--- config.mk ---
export PLATFORM = sky130hd
export DESIGN_NAME = mem_arbiter
export DESIGN_NICKNAME = d
export VERILOG_FILES = /design/src/rtl/odyssey_pkg.sv /design/src/rtl/mem_arb_grant.sv /design/src/rtl/mem_arbiter.sv
export SDC_FILE = /design/constraint.sdc
export NUM_CORES = 1
export LEC_CHECK = 0
export CELL_PAD_IN_SITES_DETAIL_PLACEMENT = 1
export CELL_PAD_IN_SITES_GLOBAL_PLACEMENT = 1
export CORE_ASPECT_RATIO = 2
export CORE_MARGIN = 10
export CORE_UTILIZATION = 32
export DETAILED_ROUTE_END_ITERATION = 6
export GPL_TIMING_DRIVEN = 0
export PLACE_DENSITY = 0.88
export SLEW_MARGIN = 10
export SYNTH_ARGS = -nofsm -noshare
export SYNTH_HDL_FRONTEND = slang
export SYNTH_SLANG_ARGS = --single-unit
--- constraint.sdc ---
create_clock -name clk -period 2.3 [get_ports clk]
set_input_delay 0.46 -clock clk [delete_from_list [all_inputs] [get_ports clk]]
set_output_delay 0.46 -clock clk [all_outputs]
set_load 0.005 [all_outputs]
--- src/rtl/odyssey_pkg.sv ---
// -----------------------------------------------------------------------------
// odyssey_pkg
// Shared definitions for the core's memory-side blocks.
//   - arb_state_t : mem_arbiter FSM states (IDLE, ACCESS, RESP)
//   - REQ_INST / REQ_DATA : requester ids used by the arbiter and grant logic
//   - DATA_WIDTH_DEF / ADDR_WIDTH_DEF : default bus widths
// -----------------------------------------------------------------------------
package odyssey_pkg;

  localparam int DATA_WIDTH_DEF = 32;
  localparam int ADDR_WIDTH_DEF = 32;

  typedef enum logic [1:0] {
    IDLE   = 2'd0,
    ACCESS = 2'd1,
    RESP   = 2'd2
  } arb_state_t;

  localparam logic REQ_INST = 1'b0;
  localparam logic REQ_DATA = 1'b1;

endpackage

--- src/rtl/mem_arb_grant.sv ---
// -----------------------------------------------------------------------------
// mem_arb_grant
// Combinational two-way grant select between the fetch unit and the
// load/store unit.
//
// Configuration macro: MEM_ARBITER_RR_EN
//   defined   : round-robin; a one-bit last-winner pointer (reset = inst) makes
//               the requester not served last win a tie.
//   undefined : fixed priority, data beats inst; no pointer is built.
//
// Ports:
//   clk, rst      clock / synchronous active-high reset (pointer only)
//   i_inst_req    fetch request
//   i_data_req    load/store request
//   i_take        the arbiter is committing the current grant this cycle
//   o_grant       one-hot grant, bit 0 = inst, bit 1 = data; 0 when idle
//   o_winner      winner id (REQ_INST / REQ_DATA), meaningful when |o_grant
// -----------------------------------------------------------------------------
module mem_arb_grant
  import odyssey_pkg::*;
(
  input  logic       clk,
  input  logic       rst,
  input  logic       i_inst_req,
  input  logic       i_data_req,
  input  logic       i_take,
  output logic [1:0] o_grant,
  output logic       o_winner
);

  logic w_pick_data;

`ifdef MEM_ARBITER_RR_EN
  logic r_last;

  // Pointer only moves when a grant is actually taken, so a request that is
  // withdrawn before its grant does not disturb fairness.
  always_ff @(posedge clk) begin
    if (rst) begin
      r_last <= REQ_INST;
    end else if (i_take && (i_inst_req || i_data_req)) begin
      r_last <= o_winner;
    end
  end

  // A lone requester always wins; on a tie the one not served last wins.
  assign w_pick_data = i_data_req && (!i_inst_req || (r_last == REQ_INST));
`else
  logic w_unused;
  assign w_unused    = &{1'b0, clk, rst, i_take};
  assign w_pick_data = i_data_req;
`endif

  assign o_winner = w_pick_data ? REQ_DATA : REQ_INST;
  assign o_grant  = {w_pick_data, i_inst_req && !w_pick_data};

endmodule

--- src/rtl/mem_arbiter.sv ---
// -----------------------------------------------------------------------------
// mem_arbiter
// Shares the core's single memory port between the fetch unit (reads only)
// and the load/store unit (reads and writes). One transaction at a time is
// registered, presented to memory until acknowledged, and its result returned
// to the winner as a one-cycle valid pulse.
//
// Handshake: a requester raises *_req with stable fields and holds it until
// its *_valid pulse. The arbiter holds mem_req with stable fields until
// mem_ack; mem_rdata is taken in the same cycle as mem_ack. Requests are only
// sampled in IDLE, so a req still high in RESP becomes a new request in the
// following IDLE cycle.
//
// Configuration macro: MEM_ARBITER_RR_EN (round-robin tie break, see
// mem_arb_grant); default is fixed data-over-inst priority.
//
// Ports:
//   clk, rst                    clock / synchronous active-high reset
//   inst_req/inst_addr          fetch request
//   inst_valid/inst_data        fetch response pulse / read data (held)
//   data_req/we/addr/wdata/be   load/store request
//   data_valid/data_rdata       load/store response pulse / read data (held,
//                               0 after a write)
//   mem_req/we/addr/wdata/be    memory request (registered outputs)
//   mem_ack/mem_rdata           memory completion and read data
//   busy                        high whenever the FSM is not in IDLE
//   dbg_state                   current FSM state (arb_state_t encoding)
// -----------------------------------------------------------------------------
module mem_arbiter
  import odyssey_pkg::*;
#(
  parameter int DATA_WIDTH = DATA_WIDTH_DEF,
  parameter int ADDR_WIDTH = ADDR_WIDTH_DEF
) (
  input  logic                    clk,
  input  logic                    rst,
  input  logic                    inst_req,
  input  logic [ADDR_WIDTH-1:0]   inst_addr,
  output logic                    inst_valid,
  output logic [DATA_WIDTH-1:0]   inst_data,
  input  logic                    data_req,
  input  logic                    data_we,
  input  logic [ADDR_WIDTH-1:0]   data_addr,
  input  logic [DATA_WIDTH-1:0]   data_wdata,
  input  logic [DATA_WIDTH/8-1:0] data_be,
  output logic                    data_valid,
  output logic [DATA_WIDTH-1:0]   data_rdata,
  output logic                    mem_req,
  output logic                    mem_we,
  output logic [ADDR_WIDTH-1:0]   mem_addr,
  output logic [DATA_WIDTH-1:0]   mem_wdata,
  output logic [DATA_WIDTH/8-1:0] mem_be,
  input  logic                    mem_ack,
  input  logic [DATA_WIDTH-1:0]   mem_rdata,
  output logic                    busy,
  output logic [1:0]              dbg_state
);

  arb_state_t              r_state;
  arb_state_t              w_state_next;
  logic                    w_take;
  logic [1:0]              w_grant;
  logic                    w_winner;

  logic                    r_winner;
  logic                    r_mem_req;
  logic                    r_we;
  logic [ADDR_WIDTH-1:0]   r_addr;
  logic [DATA_WIDTH-1:0]   r_wdata;
  logic [DATA_WIDTH/8-1:0] r_be;
  logic                    r_inst_valid;
  logic                    r_data_valid;
  logic [DATA_WIDTH-1:0]   r_inst_data;
  logic [DATA_WIDTH-1:0]   r_data_rdata;

  mem_arb_grant u_grant (
    .clk        (clk),
    .rst        (rst),
    .i_inst_req (inst_req),
    .i_data_req (data_req),
    .i_take     (w_take),
    .o_grant    (w_grant),
    .o_winner   (w_winner)
  );

  always_comb begin
    w_state_next = r_state;
    w_take       = 1'b0;
    case (r_state)
      IDLE: begin
        if (|w_grant) begin
          w_state_next = ACCESS;
          w_take       = 1'b1;
        end
      end
      ACCESS: begin
        if (mem_ack) w_state_next = RESP;
      end
      RESP:    w_state_next = IDLE;
      default: w_state_next = IDLE;
    endcase
  end

  always_ff @(posedge clk) begin
    if (rst) r_state <= IDLE;
    else     r_state <= w_state_next;
  end

  always_ff @(posedge clk) begin
    if (rst) begin
      r_winner     <= REQ_INST;
      r_mem_req    <= 1'b0;
      r_we         <= 1'b0;
      r_addr       <= '0;
      r_wdata      <= '0;
      r_be         <= '0;
      r_inst_valid <= 1'b0;
      r_data_valid <= 1'b0;
      r_inst_data  <= '0;
      r_data_rdata <= '0;
    end else begin
      r_inst_valid <= 1'b0;
      r_data_valid <= 1'b0;

      if (w_take) begin
        r_winner  <= w_winner;
        r_mem_req <= 1'b1;
        if (w_winner == REQ_DATA) begin
          r_addr  <= data_addr;
          r_we    <= data_we;
          r_wdata <= data_wdata;
          r_be    <= data_be;
        end else begin
          r_addr  <= inst_addr;
          r_we    <= 1'b0;
          r_wdata <= '0;
          r_be    <= '1;
        end
      end

      // Completion: the valid pulse is registered here so it lands in RESP.
      if ((r_state == ACCESS) && mem_ack) begin
        r_mem_req <= 1'b0;
        if (r_winner == REQ_DATA) begin
          r_data_rdata <= r_we ? '0 : mem_rdata;
          r_data_valid <= 1'b1;
        end else begin
          r_inst_data  <= mem_rdata;
          r_inst_valid <= 1'b1;
        end
      end
    end
  end

  assign mem_req    = r_mem_req;
  assign mem_we     = r_we;
  assign mem_addr   = r_addr;
  assign mem_wdata  = r_wdata;
  assign mem_be     = r_be;
  assign inst_valid = r_inst_valid;
  assign inst_data  = r_inst_data;
  assign data_valid = r_data_valid;
  assign data_rdata = r_data_rdata;
  assign busy       = (r_state != IDLE);
  assign dbg_state  = r_state;

endmodule

==> reports/results.ini, run 1 <==
[pwr]
intPower_mw = 4.87
ir_drop_v = 0.000446
swShare_pct = 26.3
pwr-share-comb_pct = 19.2
leakage_nw = 3.36
p_sw_mw = 1.74
clock_power_share_pct = 40.8
power_mw = 6.61
powerDensity_nw_per_um2 = 702
share_seq_of_total_power_pct = 40.1

[placed_design]
place.gp.congestion = 0.826
dp.cells = 1107
post-place-ws_ps = 266
io_buffers = 274
dp.final_hpwl_um = 19100
placed_area_um2 = 8840

[synth]
async_flop_share_pct = 0
ys.flop_type = dfxtp_1
synth_nets = 758
synth_top_area_share_pct = 47.7
synth_area_um2 = 5830
ys_warn_count = 0
yosysMostFrequentCell = dfxtp_1
yosys_register_bits = 139
yosysSeqAreaShare_pct = 47.7
synthTopCellsByCount = 139 x dfxtp_1, 130 x nand2_1, 100 x a21oi_1
synth_xor_area_share_pct = 0
yosys-mux-area-fraction_pct = 5.49
synth-edff-count = 0
synth_top_family_by_area = compound AO/OA/AOI/OAI gates
synth_compound_area_share_pct = 23.6
ys_types = 34
yosys.area_share.simple_pct = 16.1
synthAdderAreaFrac_pct = 0
synth.largest_area_cell = dfxtp_1
yosys-top-cells-area = dfxtp_1 48%, a21oi_1 8.6%, nand2_1 8.4%, a211oi_2 6.2%, mux2i_1 5.5%
avgSynthCellArea_um2 = 9.41
syn_inst = 620

[routing]
wirelength_um = 24200
drc_errors = 0
drt_pass1_iterations = 5
wl_per_cell_um = 21.3
vias = 5704
drtIter0Drc = 194
antenna_left = 0
viasPerCell = 5.01

[grt]
grt_pass1_vias = 6486
overflow = 0
grt_pass1_wl_um = 36100
antenna_found_initial = 1
grt_max_degree = 19
grt_usage_pct = 19.5

[timing]
fin_tns_setup_ps = 0
fmax_mhz = 462
clock-skew-final_ps = 9.39
rsz0062_at_grt = false
slew_headroom_pct = 49.3
setup_ws_ps = 134
worst_pin_slew_ps = 760
hold_ws_ps = 447
fin_crit_sh_pct = 94.2
period_needed_ps = 2170
hold_viol = 0
report.final.slew_viol_count = 0
finalSetupViolCount = 0

[floorplan]
start_util_pct = 32.6
dieArea_um2 = 24400
die_h_um = 211
die-width_um = 115
core_area_um2 = 17900
rows = 69
pin_count = 277

[cts]
post_cts_resized = 2
cts_sinks = 139
cts_setup_buffers = 0
clk_pin_slew_ps = 60
clock-root-buffer = clkbuf_16
cts_hold_buf = 0
insertion_delay_ps = 420
h-tree-depth = 4
cts_tree = done
cts_inserted_buffers = 17
cts_buffer_depth = 2

[layout]
layout-drive-gt1-share_pct = 15.9
nets = 1050
fin_area_um2 = 9410
area_growth_pct = 61.3
utilization_pct = 52.7
fin_cells = 1139
fillers = 2012

[worst_hold_path]
hp-class = reg2reg

[setup_path]
crit_type = reg2out
crit_path_end_kind = output pin
crit_required_ps = 1840
worstPathCellList = buf_4 -> nor2_4 -> inv_4 -> clkdlybuf4s50_1
start_kind = flop
cp_max_fo = 18
worst_path_largest_cell_delay_ps = 550
crit_arrival_ps = 1710
cpMaxStageDelayCell = clkdlybuf4s50_1

[flow_run]
drv_cap = 0

[run_status]
outcome = complete, no violations

-- cell type report --
type / count / area, um2 / area share (%)
Tap cell: 213 / 267 / 2.83
Multi-Input combinational cell: 420 / 2640 / 28.1
Timing Repair Buffer: 274 / 2740 / 29.1
Sequential cell: 139 / 2780 / 29.6
Clock buffer: 20 / 447 / 4.75
Inverter: 3 / 13.8 / 0.146
Buffer: 57 / 393 / 4.17
Clock inverter: 12 / 123 / 1.30
Antenna cell: 1 / 2.50 / 0.0266
-- power by group through the flow --
stage	combinational, mW	clock [mW]	sequential, mW
3_5_place_dp	1.28	0	2.70
6_report	1.27	2.69	2.65
5_1_grt	1.36	2.84	2.66
4_1_cts	1.29	2.75	2.65
3_3_place_gp	1.26	0	2.69
2_1_floorplan	0.533	0	2.70
-- cells by family after synthesis --
logic type             Yosys count
AOI/OAI and AO/OA              203
and+or+nand+nor                185
DFF                            139
buffers and inverters           61
muxes                           32
-- layout by cell type (no fill, tap or decap), types with 11 or more instances in the layout --
cell type	synthesis	layout
a21oi_2	35	35
a211oi_2	29	29
dfxtp_1	139	138
o21ai_1	11	11
mux2i_1	32	32
buf_4	15	14
clkdlybuf4s50_1	0	274
a21oi_1	100	100
o21ai_0	23	23
nand2_1	130	130
clkbuf_1	17	19
clkbuf_16	0	17
nand3b_1	22	22
-- worst paths after layout --
check | start | endpoint | slack [ps] | cells past startpoint
setup / recovery | dbg_state[0]$_SDFFE_PP0P_ | busy | 130 | 4
hold / removal | data_rdata[16]$_SDFFE_PP0P_ | data_rdata[16]$_SDFFE_PP0P_ | 450 | 2
setup reg to reg | dbg_state[0]$_SDFFE_PP0P_ | mem_addr[20]$_SDFFE_PP0P_ | 850 | 6
hold reg to reg | data_rdata[16]$_SDFFE_PP0P_ | data_rdata[16]$_SDFFE_PP0P_ | 450 | 2
-- registers in the layout (all words and copies together) (netlist names) --
register and count:
data_valid 1, mem_addr 32, mem_we 1, dbg_state 2, r_winner 1, inst_valid 1
inst_data 32, data_rdata 32, mem_req 1, mem_wdata 32, mem_be 4
-- critical path, delay by kind of cell, from the launching register on --
family,cells,cell delay [ps]
buffers and inverters,3,910
AND/OR/NAND/NOR,1,50
flip-flops,1,330
-- per-layer routing --
metal  GRT usage, %  wire length [um]
met1           16.9              7860
met2           37.6             13900
met3           5.06              1210
met4           12.5              1270
met5              0                 0
Power figures use the tool's default switching activity.
==> run 2: changes to the inputs <==
--- a/config.mk
+++ b/config.mk
@@ -8,7 +8,7 @@
 export CELL_PAD_IN_SITES_DETAIL_PLACEMENT = 1
 export CELL_PAD_IN_SITES_GLOBAL_PLACEMENT = 1
 export CORE_ASPECT_RATIO = 2
-export CORE_MARGIN = 10
+export CORE_MARGIN = 2
 export CORE_UTILIZATION = 32
 export DETAILED_ROUTE_END_ITERATION = 6
 export GPL_TIMING_DRIVEN = 0
==> constraint.sdc (replaced) <==
create_clock -name clk -period 2.75 [get_ports clk]
set_input_delay 0.55 -clock clk [delete_from_list [all_inputs] [get_ports clk]]
set_output_delay 0.55 -clock clk [all_outputs]
set_load 0.005 [all_outputs]
==> run 2 against run 1 <==
Effect of this change: sequential share of layout area is 0.19 points lower; non-clock buffer count is 1 higher; sequential power is 16% lower; worst setup slack better by 96 ps; hold slack better by 3.7 ps.
==> reports/results.ini, run 2 (synthesized netlist as in run 1, its figures left out) <==
[run_status]
outcome = complete, no violations  ; unchanged

[cts]
cts_buffer_depth = 2  ; unchanged
cts_setup_buffers = 0  ; unchanged
clk_pin_slew_ps = 60  ; about the same
cts_tree = done  ; unchanged
insertion_delay_ps = 420  ; about the same
clock-root-buffer = clkbuf_16  ; unchanged
cts_inserted_buffers = 17  ; unchanged
cts_sinks = 139  ; unchanged
cts_hold_buf = 0  ; unchanged
h-tree-depth = 4  ; unchanged
post_cts_resized = 0  ; was 2

[pwr]
leakage_nw = 3.39  ; was 3.36 nW
ir_drop_v = 0.000371  ; was 0.000446 V
powerDensity_nw_per_um2 = 605  ; was 702 nW/um2
p_sw_mw = 1.52  ; was 1.74 mW
pwr-share-comb_pct = 18.3  ; was 19.2%
share_seq_of_total_power_pct = 38.7  ; was 40.1%
clock_power_share_pct = 43.0  ; was 40.8%
intPower_mw = 4.20  ; was 4.87 mW
swShare_pct = 26.6  ; was 26.3%

[setup_path]
start_kind = flop  ; unchanged
crit_arrival_ps = 1970  ; was 1710 ps
cpMaxStageDelayCell = dfxtp_1  ; was clkdlybuf4s50_1
worst_path_largest_cell_delay_ps = 560  ; was 550 ps
worstPathCellList = nor2_4 -> inv_2 -> buf_4 -> clkdlybuf4s50_1  ; was buf_4 -> nor2_4 -> inv_4 -> clkdlybuf4s50_1
crit_path_end_kind = output pin  ; unchanged
crit_required_ps = 2200  ; was 1840 ps
crit_type = reg2out  ; unchanged
path_depth = 4  ; unchanged
worst_r2r_path_depth = 4  ; was 6
cp_top_family = buffers and inverters  ; unchanged
cp_max_fo = 10  ; was 18
cp.buffers_inverters = 3  ; unchanged

[floorplan]
die_h_um = 195  ; was 211 um
start_util_pct = 32.8  ; was 32.6%
rows = 69  ; unchanged
die-width_um = 99.5  ; was 115 um
pin_count = 277  ; unchanged
dieArea_um2 = 19400  ; was 24400 um2
core_area_um2 = 17800  ; was 17900 um2

[layout]
multi_input_area_um2 = 2640  ; unchanged
area_growth_pct = 62.3  ; was 61.3%
layout-drive-gt1-share_pct = 16.0  ; was 15.9%
layout_commonest_cell = clkdlybuf4s50_1  ; unchanged
final_cell_mix = 274 x clkdlybuf4s50_1, 139 x dfxtp_1, 130 x nand2_1, 100 x a21oi_1, 35 x a21oi_2  ; was 274 x clkdlybuf4s50_1, 138 x dfxtp_1, 130 x nand2_1, 100 x a21oi_1, 35 x a21oi_2
regArea_um2 = 2780  ; about the same
utilization_pct = 53.2  ; was 52.7%
fillers = 2021  ; was 2012
nets = 1051  ; was 1050

[timing]
fin_crit_sh_pct = 91.6
report.final.slew_viol_count = 0  ; unchanged
finalSetupViolCount = 0  ; unchanged
clock-skew-final_ps = 11.9  ; was 9.39 ps
rsz0062_at_grt = false  ; unchanged
slew_headroom_pct = 49.3  ; about the same
fmax_mhz = 397
period_needed_ps = 2520
hold_viol = 0  ; unchanged
fin_tns_setup_ps = 0  ; unchanged
worst_pin_slew_ps = 760  ; about the same

[grt]
grt_pass1_vias = 6299  ; was 6486
grt_pass1_wl_um = 34700  ; was 36100 um
grt_usage_pct = 23.1  ; was 19.5%
antenna_found_initial = 0  ; was 1
overflow = 0  ; unchanged
grt_max_degree = 17  ; was 19

[worst_hold_path]
hold_depth = 2  ; unchanged
hp-class = reg2reg  ; unchanged

[routing]
viasPerCell = 5.01  ; about the same
antenna_left = 0  ; unchanged
drtIter0Drc = 103  ; was 194
drt_pass1_iterations = 4  ; was 5
wirelength_um = 22200  ; was 24200 um
wl_per_cell_um = 19.4  ; was 21.3 um
vias = 5711  ; was 5704
drc_errors = 0  ; unchanged

[flow_run]
drv_cap = 0  ; unchanged

[placed_design]
io_buffers = 274  ; unchanged
dp.final_hpwl_um = 17000  ; was 19100 um
place.gp.congestion = 0.818  ; was 0.826

-- run 2: power groups by stage --
stage	Clock (mW)	Combinational [mW]	Sequential (mW)
after detailed placement	0	1.06	2.26
after global placement	0	1.04	2.25
after CTS	2.51	1.07	2.22
after floorplan	0	0.446	2.26
after global routing	2.59	1.13	2.23
final	2.46	1.05	2.22
-- run 2: worst min-delay path, stage by stage (launching register included) --
cell     delay, ps
dfxtp_1        310
nand2_1         50
a21oi_1         50
-- run 2: routing by layer --
metal | global-route usage (%) | routed length [um] | vias to the layer above
met5 | 0 | 0 | -
met2 | 44.2 | 12600 | 183
met4 | 11.6 | 1000 | 0
met3 | 4.89 | 898 | 56
li1 | - | - | 2733
met1 | 22.5 | 7630 | 2739
-- run 2: final timing paths --
| kind | from | to | slack (ps) |
|---|---|---|---|
| setup / recovery | dbg_state[1]$_SDFFE_PP0P_ | busy | 230 |
| hold / removal | data_rdata[15]$_SDFFE_PP0P_ | data_rdata[15]$_SDFFE_PP0P_ | 450 |
| setup reg to reg | dbg_state[1]$_SDFFE_PP0P_ | data_rdata[4]$_SDFFE_PP0P_ | 1250 |
| hold reg to reg | data_rdata[15]$_SDFFE_PP0P_ | data_rdata[15]$_SDFFE_PP0P_ | 450 |
-- run 2: stage by stage --
| stage | std cells | instance area [um2] | power [mW] | worst slack [ps] | hold WS [ps] |
|---|---|---|---|---|---|
| after global placement | 1107 | 8840 | 3.29 | 663 | 439 |
| after floorplan | 620 | 5830 | 2.71 | 1240 | 448 |
| after global routing | 1139 | 9460 | 5.95 | 76.0 | 478 |
| final | 1140 | 9470 | 5.73 | 230 | 451 |
| after detailed placement | 1107 | 8840 | 3.32 | 633 | 444 |
| after CTS | 1139 | 9460 | 5.79 | 165 | 453 |
-- run 2: cell type report --
cell class	instances	share of cell area [%]
tap	213	2.82
timing repair buffer	274	29.0
sequential	139	29.4
clock buffer	19	4.68
clock inverter	13	1.88
antenna	1	0.0264
inverter	3	0.119
buffer	58	4.23
multi-input combinational	420	27.9
==> run 3: changes to the inputs <==
--- a/config.mk
+++ b/config.mk
@@ -10,6 +10,7 @@
 export CORE_ASPECT_RATIO = 2
 export CORE_MARGIN = 2
 export CORE_UTILIZATION = 32
+export CTS_CLUSTER_DIAMETER = 80
 export DETAILED_ROUTE_END_ITERATION = 6
 export GPL_TIMING_DRIVEN = 0
 export PLACE_DENSITY = 0.88
==> results of run 3 <==
Same layout as run 2: the final DEF is identical, and so are final timing and power.
